<file path="src/rtl/sat_accum_seq.sv">
`default_nettype none
// ============================================================================
// Module   : sat_accum_seq (with helper sat_addsub16)
// Brief    : Sequential 16-bit signed saturating accumulator. Folds a stream
//            of operands into a running total one per cycle, then presents
//            the total with Z/N/V flags over a valid/ready handshake.
// Revision : 1.0 - initial release
// ============================================================================

// ----------------------------------------------------------------------------
// sat_addsub16 : combinational 16-bit two's-complement add/sub with clamping.
// Subtraction goes through ~b + 1, so 0 - 8000 overflows and clamps to 7FFF.
// ----------------------------------------------------------------------------
module sat_addsub16 (
    input  logic [15:0] a,
    input  logic [15:0] b,
    input  logic        sub,
    output logic [15:0] y,
    output logic        ovf
);

    logic [15:0] w_b_eff;
    logic [15:0] w_raw;

    assign w_b_eff = sub ? ~b : b;
    assign w_raw   = a + w_b_eff + {15'd0, sub};

    // Signed overflow: both addends share a sign and the raw sum flips it.
    assign ovf = (a[15] == w_b_eff[15]) && (w_raw[15] != a[15]);

    // Positive operand overflow clamps high, negative clamps low.
    assign y = ovf ? (a[15] ? 16'h8000 : 16'h7FFF) : w_raw;

endmodule

// ----------------------------------------------------------------------------
// sat_accum_seq : IDLE -> ACC (consume operands) -> DONE (hold result).
// ----------------------------------------------------------------------------
module sat_accum_seq #(
    parameter int MAX_TERMS = 16
) (
    input  logic        clk,
    input  logic        rst_n,
    input  logic        start,
    input  logic [15:0] init_val,
    input  logic        in_valid,
    input  logic [15:0] in_data,
    input  logic        in_sub,
    input  logic        in_last,
    output logic        in_ready,
    output logic        busy,
    output logic        out_valid,
    input  logic        out_ready,
    output logic [15:0] result,
    output logic        flag_z,
    output logic        flag_n,
    output logic        flag_v,
    output logic        term_err
);

    localparam int                 c_cnt_w = $clog2(MAX_TERMS + 1);
    localparam logic [c_cnt_w-1:0] c_max   = c_cnt_w'(MAX_TERMS);
    localparam logic [c_cnt_w-1:0] c_one   = c_cnt_w'(1);

    typedef enum logic [1:0] {
        IDLE = 2'd0,
        ACC  = 2'd1,
        DONE = 2'd2
    } state_t;

    state_t             r_state;
    state_t             w_state_nxt;

    logic [15:0]        r_acc;
    logic [c_cnt_w-1:0] r_count;
    logic               r_v;
    logic               r_term;
    logic [15:0]        r_result;
    logic               r_z;
    logic               r_n;

    logic [15:0]        w_sum;
    logic               w_ovf;
    logic               w_xfer;
    logic [c_cnt_w-1:0] w_count_nxt;
    logic               w_hit_max;
    logic               w_finish;

    sat_addsub16 u_addsub (
        .a   (r_acc),
        .b   (in_data),
        .sub (in_sub),
        .y   (w_sum),
        .ovf (w_ovf)
    );

    assign w_xfer      = in_valid && (r_state == ACC);
    assign w_count_nxt = r_count + c_one;
    assign w_hit_max   = (w_count_nxt == c_max);
    // An explicit last operand wins over the term limit on the same transfer.
    assign w_finish    = w_xfer && (in_last || w_hit_max);

    // State register.
    always_ff @(posedge clk or negedge rst_n) begin
        if (!rst_n) begin
            r_state <= IDLE;
        end else begin
            r_state <= w_state_nxt;
        end
    end

    // Next-state decode; start is only honoured from IDLE.
    always_comb begin
        w_state_nxt = r_state;
        case (r_state)
            IDLE:    if (start)     w_state_nxt = ACC;
            ACC:     if (w_finish)  w_state_nxt = DONE;
            DONE:    if (out_ready) w_state_nxt = IDLE;
            default:                w_state_nxt = IDLE;
        endcase
    end

    // Accumulator, term counter and result/flag capture.
    always_ff @(posedge clk or negedge rst_n) begin
        if (!rst_n) begin
            r_acc    <= 16'h0000;
            r_count  <= '0;
            r_v      <= 1'b0;
            r_term   <= 1'b0;
            r_result <= 16'h0000;
            r_z      <= 1'b0;
            r_n      <= 1'b0;
        end else if ((r_state == IDLE) && start) begin
            r_acc    <= init_val;
            r_count  <= '0;
            r_v      <= 1'b0;
            r_term   <= 1'b0;
            r_result <= 16'h0000;
            r_z      <= 1'b0;
            r_n      <= 1'b0;
        end else if (w_xfer) begin
            r_acc   <= w_sum;
            r_count <= w_count_nxt;
            r_v     <= r_v | w_ovf;
            if (w_finish) begin
                r_result <= w_sum;
                r_z      <= (w_sum == 16'h0000);
                r_n      <= w_sum[15];
                r_term   <= !in_last;
            end
        end
    end

    assign in_ready  = (r_state == ACC);
    assign busy      = (r_state == ACC) || (r_state == DONE);
    assign out_valid = (r_state == DONE);
    assign result    = r_result;
    assign flag_z    = r_z;
    assign flag_n    = r_n;
    assign flag_v    = r_v;
    assign term_err  = r_term;

endmodule
`default_nettype wire
</file>
<file path="config.mk">
export PLATFORM = sky130hd
export DESIGN_NAME = sat_accum_seq
export DESIGN_NICKNAME = d
export VERILOG_FILES = /design/src/rtl/sat_accum_seq.sv
export SDC_FILE = /design/constraint.sdc
export NUM_CORES = 1
export LEC_CHECK = 0
export ABC_AREA = 0
export CORE_UTILIZATION = 30
export DETAILED_ROUTE_END_ITERATION = 8
export HOLD_SLACK_MARGIN = 0.1
export PLACE_DENSITY = 0.56
export SYNTH_ARGS = -nofsm -noshare
export SYNTH_HDL_FRONTEND = slang
export SYNTH_SLANG_ARGS = --single-unit
export TNS_END_PERCENT = 20
</file>
<file path="constraint.sdc">
create_clock -name clk -period 8.2 [get_ports clk]
set_clock_uncertainty 0.1 [all_clocks]
set_input_delay 2.05 -clock clk [delete_from_list [all_inputs] [get_ports clk]]
set_output_delay 2.05 -clock clk [all_outputs]
set_load 0.02 [all_outputs]
</file>
==> results of run 1 <==
==> final timing paths <==
path                                         end  cells past startpoint  slack [ns]            startpoint
setup / recovery              flag_z$_DFFE_PN0P_                     11        1.89                in_sub
hold / removal                flag_v$_DFFE_PN0P_                      2        0.46    flag_v$_DFFE_PN0P_
setup reg to reg              flag_z$_DFFE_PN0P_                      9        4.52  r_acc[7]$_DFFE_PN0P_
hold reg to reg               flag_v$_DFFE_PN0P_                      2        0.46    flag_v$_DFFE_PN0P_
max in group asynchronous  result[9]$_DFFE_PN0P_                      1        5.59                 rst_n
min in group asynchronous   r_acc[1]$_DFFE_PN0P_                      1        1.80                 rst_n
==> through the flow <==
| step | total power [mW] | worst slack [ns] | std cells |
|---|---|---|---|
| final | 1.47 | 1.89 | 539 |
| after floorplan | 1.06 | 3.07 | 360 |
| after global placement | 1.33 | 1.78 | 532 |
| after detailed placement | 1.34 | 1.57 | 532 |
| after CTS | 1.47 | 1.87 | 539 |
| after global routing | 1.60 | 1.58 | 539 |
==> sequential cells by signal (all words and copies together), names as in the netlist <==
name,cells
r_count,5
flag_z,1
r_state,2
flag_v,1
r_acc,16
term_err,1
result,16
==> layout by cell type, fill, tap and decap left out, types with 4 or more instances in the layout <==
cell type	instances
clkdlybuf4s50_1	60
dfrtp_1	42
a21oi_1	41
nor2_1	41
nand2_1	34
o21ai_0	29
xor2_1	22
ha_1	20
a211oi_1	17
inv_1	11
xnor2_1	10
nor3_1	9
a21o_1	8
nand4_1	7
clkbuf_8	5
and2_1	4
nand3_1	4
==> layer usage <==
layer  GRT usage [%]  vias to the layer above
li1                -                     1367
met1            23.6                     1274
met2            24.4                       52
met3            2.03                        4
met4            3.90                        0
met5               0                        -
==> synthesized netlist by cell type (3+ instances only) <==
cell / number
o21a_1: 3
o22ai_1: 3
dfrtp_1: 42
nand3_1: 4
buf_2: 4
clkbuf_1: 13
o21ai_0: 29
a21oi_1: 41
a211oi_1: 17
nand2_1: 34
xnor2_1: 10
nand4_1: 7
nor2_1: 41
and2_1: 4
xor2_1: 22
ha_1: 20
nor3_1: 9
a21o_1: 8
inv_1: 11
==> worst max-delay path, delay by kind of cell <==
kind / cells / cell delay [ns]
fa+ha+maj: 1 / 0.48
compound gates: 4 / 1.49
buf+inv: 1 / 0.89
simple gates: 4 / 1.15
xor+xnor: 1 / 0.36
==> power groups by stage <==
stage | sequential, mW | clock, mW | combinational (mW)
6_report | 0.352 | 0.131 | 0.986
5_1_grt | 0.364 | 0.145 | 1.10
4_1_cts | 0.353 | 0.136 | 0.986
3_5_place_dp | 0.357 | 0 | 0.980
3_3_place_gp | 0.355 | 0 | 0.979
2_1_floorplan | 0.380 | 0 | 0.675
==> logic make-up (layout without fill, tap and decap cells) <==
| group | count (synthesis) | in the layout | share of synthesized area [%] |
|---|---|---|---|
| and+or+nand+nor | 107 | 107 | 16.5 |
| AOI/OAI and AO/OA | 121 | 121 | 25.0 |
| muxes | 2 | 2 | 0.780 |
| adders and majority gates | 21 | 21 | 8.86 |
| buffers and inverters | 35 | 81 | 5.17 |
| xor gates and xnor gates | 32 | 32 | 9.19 |
| DFF | 42 | 42 | 34.5 |
==> layout make-up <==
class,instances,area [um2]
Clock buffer,5,68.8
Clock inverter,2,10.0
Fill cell,1041,6020
Inverter,11,41.3
Multi-Input combinational cell,283,1840
Sequential cell,42,1050
Tap cell,133,166
Timing Repair Buffer,63,621
==> results.py, run 1 <==
metrics = {
    "detailed_routing": {
        "drtIter0Drc": 118,
        "wl_met1_um": 4050,
        "avgViaCountPerCell": 5.00,
        "via_count": 2697,
        "antenna_left": 0,
        "highest_layer": "met4",
        "avgRoutedWirePerCell_um": 14.8,
        "wl_met2_um": 3610,
        "drc": 0,
        "drt-total-wl_um": 7990,
        "met3_length_um": 280,
        "first_pass_iters": 4,
    },
    "global_routing": {
        "grt.total_usage_pct": 15.9,
        "antenna_found_initial": 0,
        "grt_overflow": 0,
        "grt_max_degree": 50,
        "grt_pass1_wl_um": 13100,
        "grt_pass1_vias": 2599,
    },
    "clocking": {
        "clock_path_buffers": 2,
        "cts_resized": 0,
        "cts_made_buffers": 5,
        "post-cts-setup-buffer-count": 0,
        "clk_pin_slew_ns": 0.08,
        "cts_max_level": 2,
        "tritoncts": "done",
        "cts_sinks": 42,
        "cts_root_buf": "clkbuf_8",
        "clk_latency_ns": 0.30,
        "hold_buffers": 0,
    },
    "pwr": {
        "sw_frac_of_total_pct": 49.3,
        "power_frac_clock_pct": 8.9,
        "cellPowerDensity_mw_per_mm2": 387,
        "p_sw_uw": 724,
        "p_leak_nw": 1.56,
        "seqPwrFrac_pct": 24.0,
        "power.internal_uw": 746,
        "vdd_ir_drop_max_mv": 0.111,
        "p_comb_share_pct": 67.1,
    },
    "die": {
        "dieArea_mm2": 0.0106,
        "die_w_um": 103,
        "die_h_um": 103,
        "start_util_pct": 31.1,
        "rows": 36,
        "pin_count": 62,
        "core-area_mm2": 0.00982,
    },
    "sta": {
        "whs_ns": 0.456,
        "final_max_slew_viol_count": 0,
        "hold_viol": 0,
        "rsz0062_at_grt": "false",
        "fin_setup_tns_ns": 0,
        "slew-limit-headroom_pct": 18.6,
        "period_minus_slack_ns": 6.31,
        "fin_crit_sh_pct": 76.9,
        "worstMarginPinSlew_ns": 1.22,
        "setup_viol": 0,
        "fmax_mhz": 159,
    },
    "synthesis": {
        "yosys-top-cells-area": "dfrtp_1 34%, ha_1 8.2%, a21oi_1 6.7%",
        "yosysSeqAreaShare_pct": 34.5,
        "synthCells": 360,
        "synth_edf_count": 0,
        "syn_nets": 420,
        "netlist.area_leader.share_pct": 34.5,
        "ys.flop_type": "dfrtp_1",
        "post-synth-top-area-cell": "dfrtp_1",
        "ys_warn_count": 0,
        "synth.distinct_cells": 52,
        "syn_avg_cell_area_um2": 8.47,
        "netlist_area_mm2": 0.00305,
        "async_reset_ff_share_pct": 100,
        "yosys_register_bits": 42,
    },
    "placement": {
        "numPortBuffers": 61,
        "hpwl_um": 6100,
        "gp_congestion": 0.836,
        "placed_cell_area_mm2": 0.00372,
    },
    "worst_setup_path": {
        "path_cells": "clkdlybuf4s50_1, xor2_1, ha_1, nand2_1, nor4_4, a22oi_1, a311oi_2, and2b_1, a21bo_1, or4_1, o21ai_1",
        "slowest_delay_ns": 1.04,
        "cpMaxStageDelayCell": "a311oi_2",
        "cp.arrival_ns": 6.43,
        "required_ns": 8.32,
        "critical_path_class": "primary input to flip-flop",
        "crit_path_start_kind": "primary input",
        "crit_path_max_fanout": 20,
        "end_kind": "flip-flop",
    },
    "flow_run": {
        "maxCapViolations": 0,
    },
    "layout": {
        "final_nets": 466,
        "drive_above_1_share_pct": 5.17,
        "fin_util_pct": 38.7,
        "area_delta_synth_final_pct": 24.6,
        "n_antenna_cell": 0,
        "final_area_mm2": 0.00380,
    },
    "outcome": {
        "outcome": "finished clean",
    },
    "min_path": {
        "hold_class": "flip-flop to flip-flop",
    },
}
Power figures use the tool's default switching activity.
==> run 2: changes to the inputs <==
==> constraint.sdc (replaced) <==
create_clock -name clk -period 6 [get_ports clk]
set_clock_uncertainty 0.1 [all_clocks]
set_input_delay 1.5 -clock clk [delete_from_list [all_inputs] [get_ports clk]]
set_output_delay 1.5 -clock clk [all_outputs]
set_load 0.02 [all_outputs]
==> results.py, run 2 (same netlist as run 1, synthesis figures left out) <==
metrics = {
    "outcome": {
        "outcome": "finished clean",
    },
    "sta": {
        "hold_viol": 0,
        "fin_crit_sh_pct": 85.0,
        "fmax_mhz": 196,
        "final_max_slew_viol_count": 0,
        "worstMarginPinSlew_ns": 0.991,
        "rsz0062_at_grt": "false",
        "period_minus_slack_ns": 5.10,
        "whs_ns": 0.422,
        "setup_viol": 0,
        "slew-limit-headroom_pct": 33.8,
        "fin_setup_tns_ns": 0,
    },
    "detailed_routing": {
        "via_count": 2704,
        "avgRoutedWirePerCell_um": 14.7,
        "first_pass_iters": 4,
        "drc": 0,
        "drtIter0Drc": 87,
        "avgViaCountPerCell": 4.98,
        "antenna_left": 0,
        "drt-total-wl_um": 7960,
    },
    "clocking": {
        "clock_path_buffers": 2,
        "tritoncts": "done",
        "clk_latency_ns": 0.30,
        "cts_resized": 0,
        "cts_max_level": 2,
        "cts_root_buf": "clkbuf_8",
        "clk_pin_slew_ns": 0.09,
        "cts_made_buffers": 5,
        "hold_buffers": 0,
        "post-cts-setup-buffer-count": 0,
        "cts_sinks": 42,
    },
    "layout": {
        "final_area_mm2": 0.00384,
        "n_antenna_cell": 0,
        "most-common-layout-cells": "60 x clkdlybuf4s50_1, 42 x dfrtp_1, 41 x a21oi_1, 41 x nor2_1, 34 x nand2_1",
        "final_common_cell": "clkdlybuf4s50_1",
        "fin_util_pct": 39.1,
        "area_delta_synth_final_pct": 25.9,
        "drive_above_1_share_pct": 6.10,
        "final_nets": 469,
    },
    "die": {
        "pin_count": 62,
        "core-area_mm2": 0.00982,
        "dieArea_mm2": 0.0106,
        "die_w_um": 103,
        "rows": 36,
        "die_h_um": 103,
        "start_util_pct": 31.1,
    },
    "global_routing": {
        "grt_pass1_wl_um": 13200,
        "grt_max_degree": 50,
        "antenna_found_initial": 0,
        "grt_overflow": 0,
        "grt_pass1_vias": 2594,
        "grt.total_usage_pct": 16.4,
    },
    "placement": {
        "hpwl_um": 6080,
        "placed_cell_area_mm2": 0.00374,
        "gp_congestion": 0.849,
        "numPortBuffers": 61,
    },
    "pwr": {
        "p_leak_nw": 1.58,
        "vdd_ir_drop_max_mv": 0.161,
        "power_mw": 2.03,
        "cellPowerDensity_mw_per_mm2": 528,
    },
    "min_path": {
        "hold_start": "flag_v$_DFFE_PN0P_",
        "hold_class": "flip-flop to flip-flop",
    },
    "worst_setup_path": {
        "timing.rr.start": "r_acc[11]$_DFFE_PN0P_",
        "end_kind": "flip-flop",
        "crit_path_start_kind": "primary input",
        "critical_path_class": "primary input to flip-flop",
        "required_ns": 6.13,
        "crit_path_start": "in_sub",
        "crit_path_max_fanout": 11,
        "cp.arrival_ns": 5.23,
    },
    "flow_run": {
        "maxCapViolations": 0,
    },
}
==> run 2: cell types whose count changed in the layout (fill, tap and decap cells not counted) <==
cell / delta
clkinvlp_4: +1
buf_4: +3
clkinv_2: -1
clkbuf_8: +1
==> run 2: area by class of cell <==
cell class / instances / area (um2)
fillers: 1040 / 5980
flip-flops and latches: 42 / 1050
clock inverters: 2 / 12.5
inverters: 11 / 41.3
well taps: 133 / 166
clock buffers: 6 / 82.6
repair buffers: 66 / 643
multi-input cells: 283 / 1840
==> run 2: critical path: stages <==
cell and delay (ns):
clkdlybuf4s50_1 0.80, buf_4 0.29, xor2_1 0.09, ha_1 0.39, nand4_1 0.15, o22ai_1 0.24, nand2_1 0.13, a311oi_2 0.69
and2b_1 0.27, a21bo_1 0.16, or4_1 0.39, o21ai_1 0.13
==> run 2: power by group <==
part,switching [mW],total (mW),internal (mW)
clock network,0.104,0.197,0.0927
logic,0.802,1.35,0.549
registers,0.0828,0.480,0.397
==> run 2: metrics by stage <==
stage / worst slack [ns] / std cells
2_1_floorplan: 1.42 / 360
3_3_place_gp: 0.674 / 535
3_5_place_dp: 0.579 / 535
4_1_cts: 0.897 / 543
5_1_grt: 0.636 / 543
6_report: 0.902 / 543
==> run 2: final timing paths <==
kind	to	slack, ns	cells after the start
worst max register to register	flag_z$_DFFE_PN0P_	2.72	9
worst min register to register	flag_v$_DFFE_PN0P_	0.42	2
worst min-delay path	flag_v$_DFFE_PN0P_	0.42	2
min in group asynchronous	result[2]$_DFFE_PN0P_	1.25	1
worst max-delay path	flag_z$_DFFE_PN0P_	0.90	12
max in group asynchronous	r_acc[13]$_DFFE_PN0P_	3.96	1
==> run 2: metal layers <==
layer  wire length (um)  global-route usage, %
met5                  0                      0
met4                 87                   3.90
met3                228                   1.69
met1               4120                   24.9
met2               3530                   24.7
==> run 3: changes to the inputs <==
==> constraint.sdc (replaced) <==
create_clock -name clk -period 5.05 [get_ports clk]
set_clock_uncertainty 0.1 [all_clocks]
set_input_delay 1.2625 -clock clk [delete_from_list [all_inputs] [get_ports clk]]
set_output_delay 1.2625 -clock clk [all_outputs]
set_load 0.02 [all_outputs]
==> results.py, run 3 (same netlist as run 1, synthesis figures left out) <==
metrics = {
    "global_routing": {
        "grt_overflow": 0,
        "antenna_found_initial": 0,
        "grt.total_usage_pct": 15.5,
        "grt_pass1_wl_um": 12600,
        "grt_pass1_vias": 2485,
        "grt_max_degree": 50,
    },
    "min_path": {
        "hold_start": "flag_v$_DFFE_PN0P_",
        "holdPathEnd": "flag_v$_DFFE_PN0P_",
        "hold_class": "flip-flop to flip-flop",
        "min_path_cells": 2,
    },
    "detailed_routing": {
        "first_pass_iters": 4,
        "avgRoutedWirePerCell_um": 14.6,
        "met3_length_um": 242,
        "wl_met2_um": 3490,
        "avgViaCountPerCell": 4.90,
        "via_count": 2687,
        "antenna_left": 0,
        "highest_layer": "met4",
        "drtIter0Drc": 103,
        "wl_met1_um": 4180,
        "drc": 0,
        "drt-total-wl_um": 7980,
    },
    "layout": {
        "n_antenna_cell": 0,
        "register_area_mm2": 0.00105,
        "most-common-layout-cells": "60 x clkdlybuf4s50_1, 42 x dfrtp_1, 41 x a21oi_1, 41 x nor2_1, 34 x nand2_1",
        "final_nets": 474,
        "area_delta_synth_final_pct": 27.1,
        "multiInputGateArea_mm2": 0.00184,
        "nFillCells": 1045,
        "final_area_mm2": 0.00387,
        "layout.cells.non_filler": 548,
        "final_common_cell": "clkdlybuf4s50_1",
        "drive_above_1_share_pct": 7.23,
    },
    "clocking": {
        "clock_path_buffers": 2,
        "clk_pin_slew_ns": 0.09,
        "cts_max_level": 2,
        "tritoncts": "done",
        "cts_resized": 0,
        "cts_sinks": 42,
        "cts_root_buf": "clkbuf_8",
        "clk_latency_ns": 0.31,
        "cts_made_buffers": 5,
        "post-cts-setup-buffer-count": 0,
        "hold_buffers": 0,
    },
    "die": {
        "start_util_pct": 31.1,
        "die_h_um": 103,
        "core-area_mm2": 0.00982,
        "dieArea_mm2": 0.0106,
        "die_w_um": 103,
        "pin_count": 62,
        "rows": 36,
    },
    "flow_run": {
        "maxCapViolations": 0,
    },
    "worst_setup_path": {
        "critical_path_class": "primary input to flip-flop",
        "timing.rr.start": "r_acc[0]$_DFFE_PN0P_",
        "required_ns": 5.18,
        "crit_path_max_fanout": 14,
        "r2r_cells": 11,
        "rrSetupSlack_ns": 1.71,
        "cp.arrival_ns": 4.61,
        "rr_endpoint": "flag_z$_DFFE_PN0P_",
        "crit_path_start_kind": "primary input",
        "end_kind": "flip-flop",
    },
    "sta": {
        "slew-limit-headroom_pct": 34.0,
        "fin_ws_ns": 0.569,
        "final_max_slew_viol_count": 0,
        "worstMarginPinSlew_ns": 0.990,
        "fin_setup_tns_ns": 0,
        "fmax_mhz": 223,
        "rsz0062_at_grt": "false",
        "setup_viol": 0,
        "hold_viol": 0,
        "fin_crit_sh_pct": 88.7,
        "period_minus_slack_ns": 4.48,
    },
    "pwr": {
        "p_leak_nw": 1.60,
        "sw_frac_of_total_pct": 48.6,
        "vdd_ir_drop_max_mv": 0.178,
        "p_sw_mw": 1.18,
        "power_mw": 2.43,
        "power_frac_clock_pct": 9.8,
        "power.internal_mw": 1.25,
        "p_comb_share_pct": 66.6,
        "cellPowerDensity_mw_per_mm2": 626,
        "seqPwrFrac_pct": 23.6,
    },
    "placement": {
        "dp.cells": 540,
        "placed_cell_area_mm2": 0.00378,
        "gp_congestion": 0.845,
        "dp_slack_ns": 0.295,
        "numPortBuffers": 61,
        "hpwl_um": 6120,
    },
    "outcome": {
        "outcome": "finished clean",
    },
}
[run 3: cell count changes in the layout (fill, tap and decap cells not counted)]
cell	before	now
buf_4	5	10
[run 3: worst max-delay path: stages]
cell             delay (ns)
clkdlybuf4s50_1        0.39
buf_4                  0.21
mux2i_2                0.24
inv_1                  0.09
fa_1                   0.42
a211oi_1               0.37
o211ai_1               0.20
a31o_2                 0.28
a21oi_1                0.17
xor2_1                 0.27
a21oi_1                0.10
or4_1                  0.47
o21ai_1                0.13
[run 3: layout make-up]
cell class	instances	share of cell area, %
multi-input combinational	283	47.5
sequential	42	27.1
clock inverter	2	0.323
clock buffer	6	2.13
tap	133	4.29
timing repair buffer	71	17.6
inverter	11	1.07
[run 3: how the worst max path moves through the flow]
| stage | start | to | slack [ns] | cells past startpoint |
|---|---|---|---|---|
| 5_1_grt | in_sub | flag_z$_DFFE_PN0P_ | 0.29 | 13 |
| 3_5_place_dp | in_sub | flag_z$_DFFE_PN0P_ | 0.30 | 13 |
| 2_1_floorplan | in_sub | flag_z$_DFFE_PN0P_ | 0.71 | 12 |
| 6_report | in_sub | flag_z$_DFFE_PN0P_ | 0.57 | 13 |
| 4_1_cts | in_sub | flag_z$_DFFE_PN0P_ | 0.59 | 13 |
| 3_3_place_gp | in_sub | flag_z$_DFFE_PN0P_ | 0.28 | 13 |
[run 3: metrics by stage]
stage          utilization [%]  hold WS (ns)
2_1_floorplan                -         0.417
5_1_grt                   39.5         0.454
3_5_place_dp              38.5         0.394
3_3_place_gp              38.5         0.390
4_1_cts                   39.5         0.418
6_report                  39.5         0.418
[run 3: power groups by stage]
stage               registers [mW]  logic, mW  clock network [mW]
finish                       0.572       1.62               0.238
floorplan                    0.617       1.10                   0
global placement             0.576       1.61                   0
detailed placement           0.577       1.62                   0
CTS                          0.571       1.62               0.244
global route                 0.588       1.79               0.260
[run 3: routing by layer]
| layer | up-vias | GRT usage [%] |
|---|---|---|
| met3 | 5 | 1.69 |
| li1 | 1378 | - |
| met1 | 1255 | 23.4 |
| met2 | 49 | 24.1 |
| met5 | - | 0 |
| met4 | 0 | 2.93 |
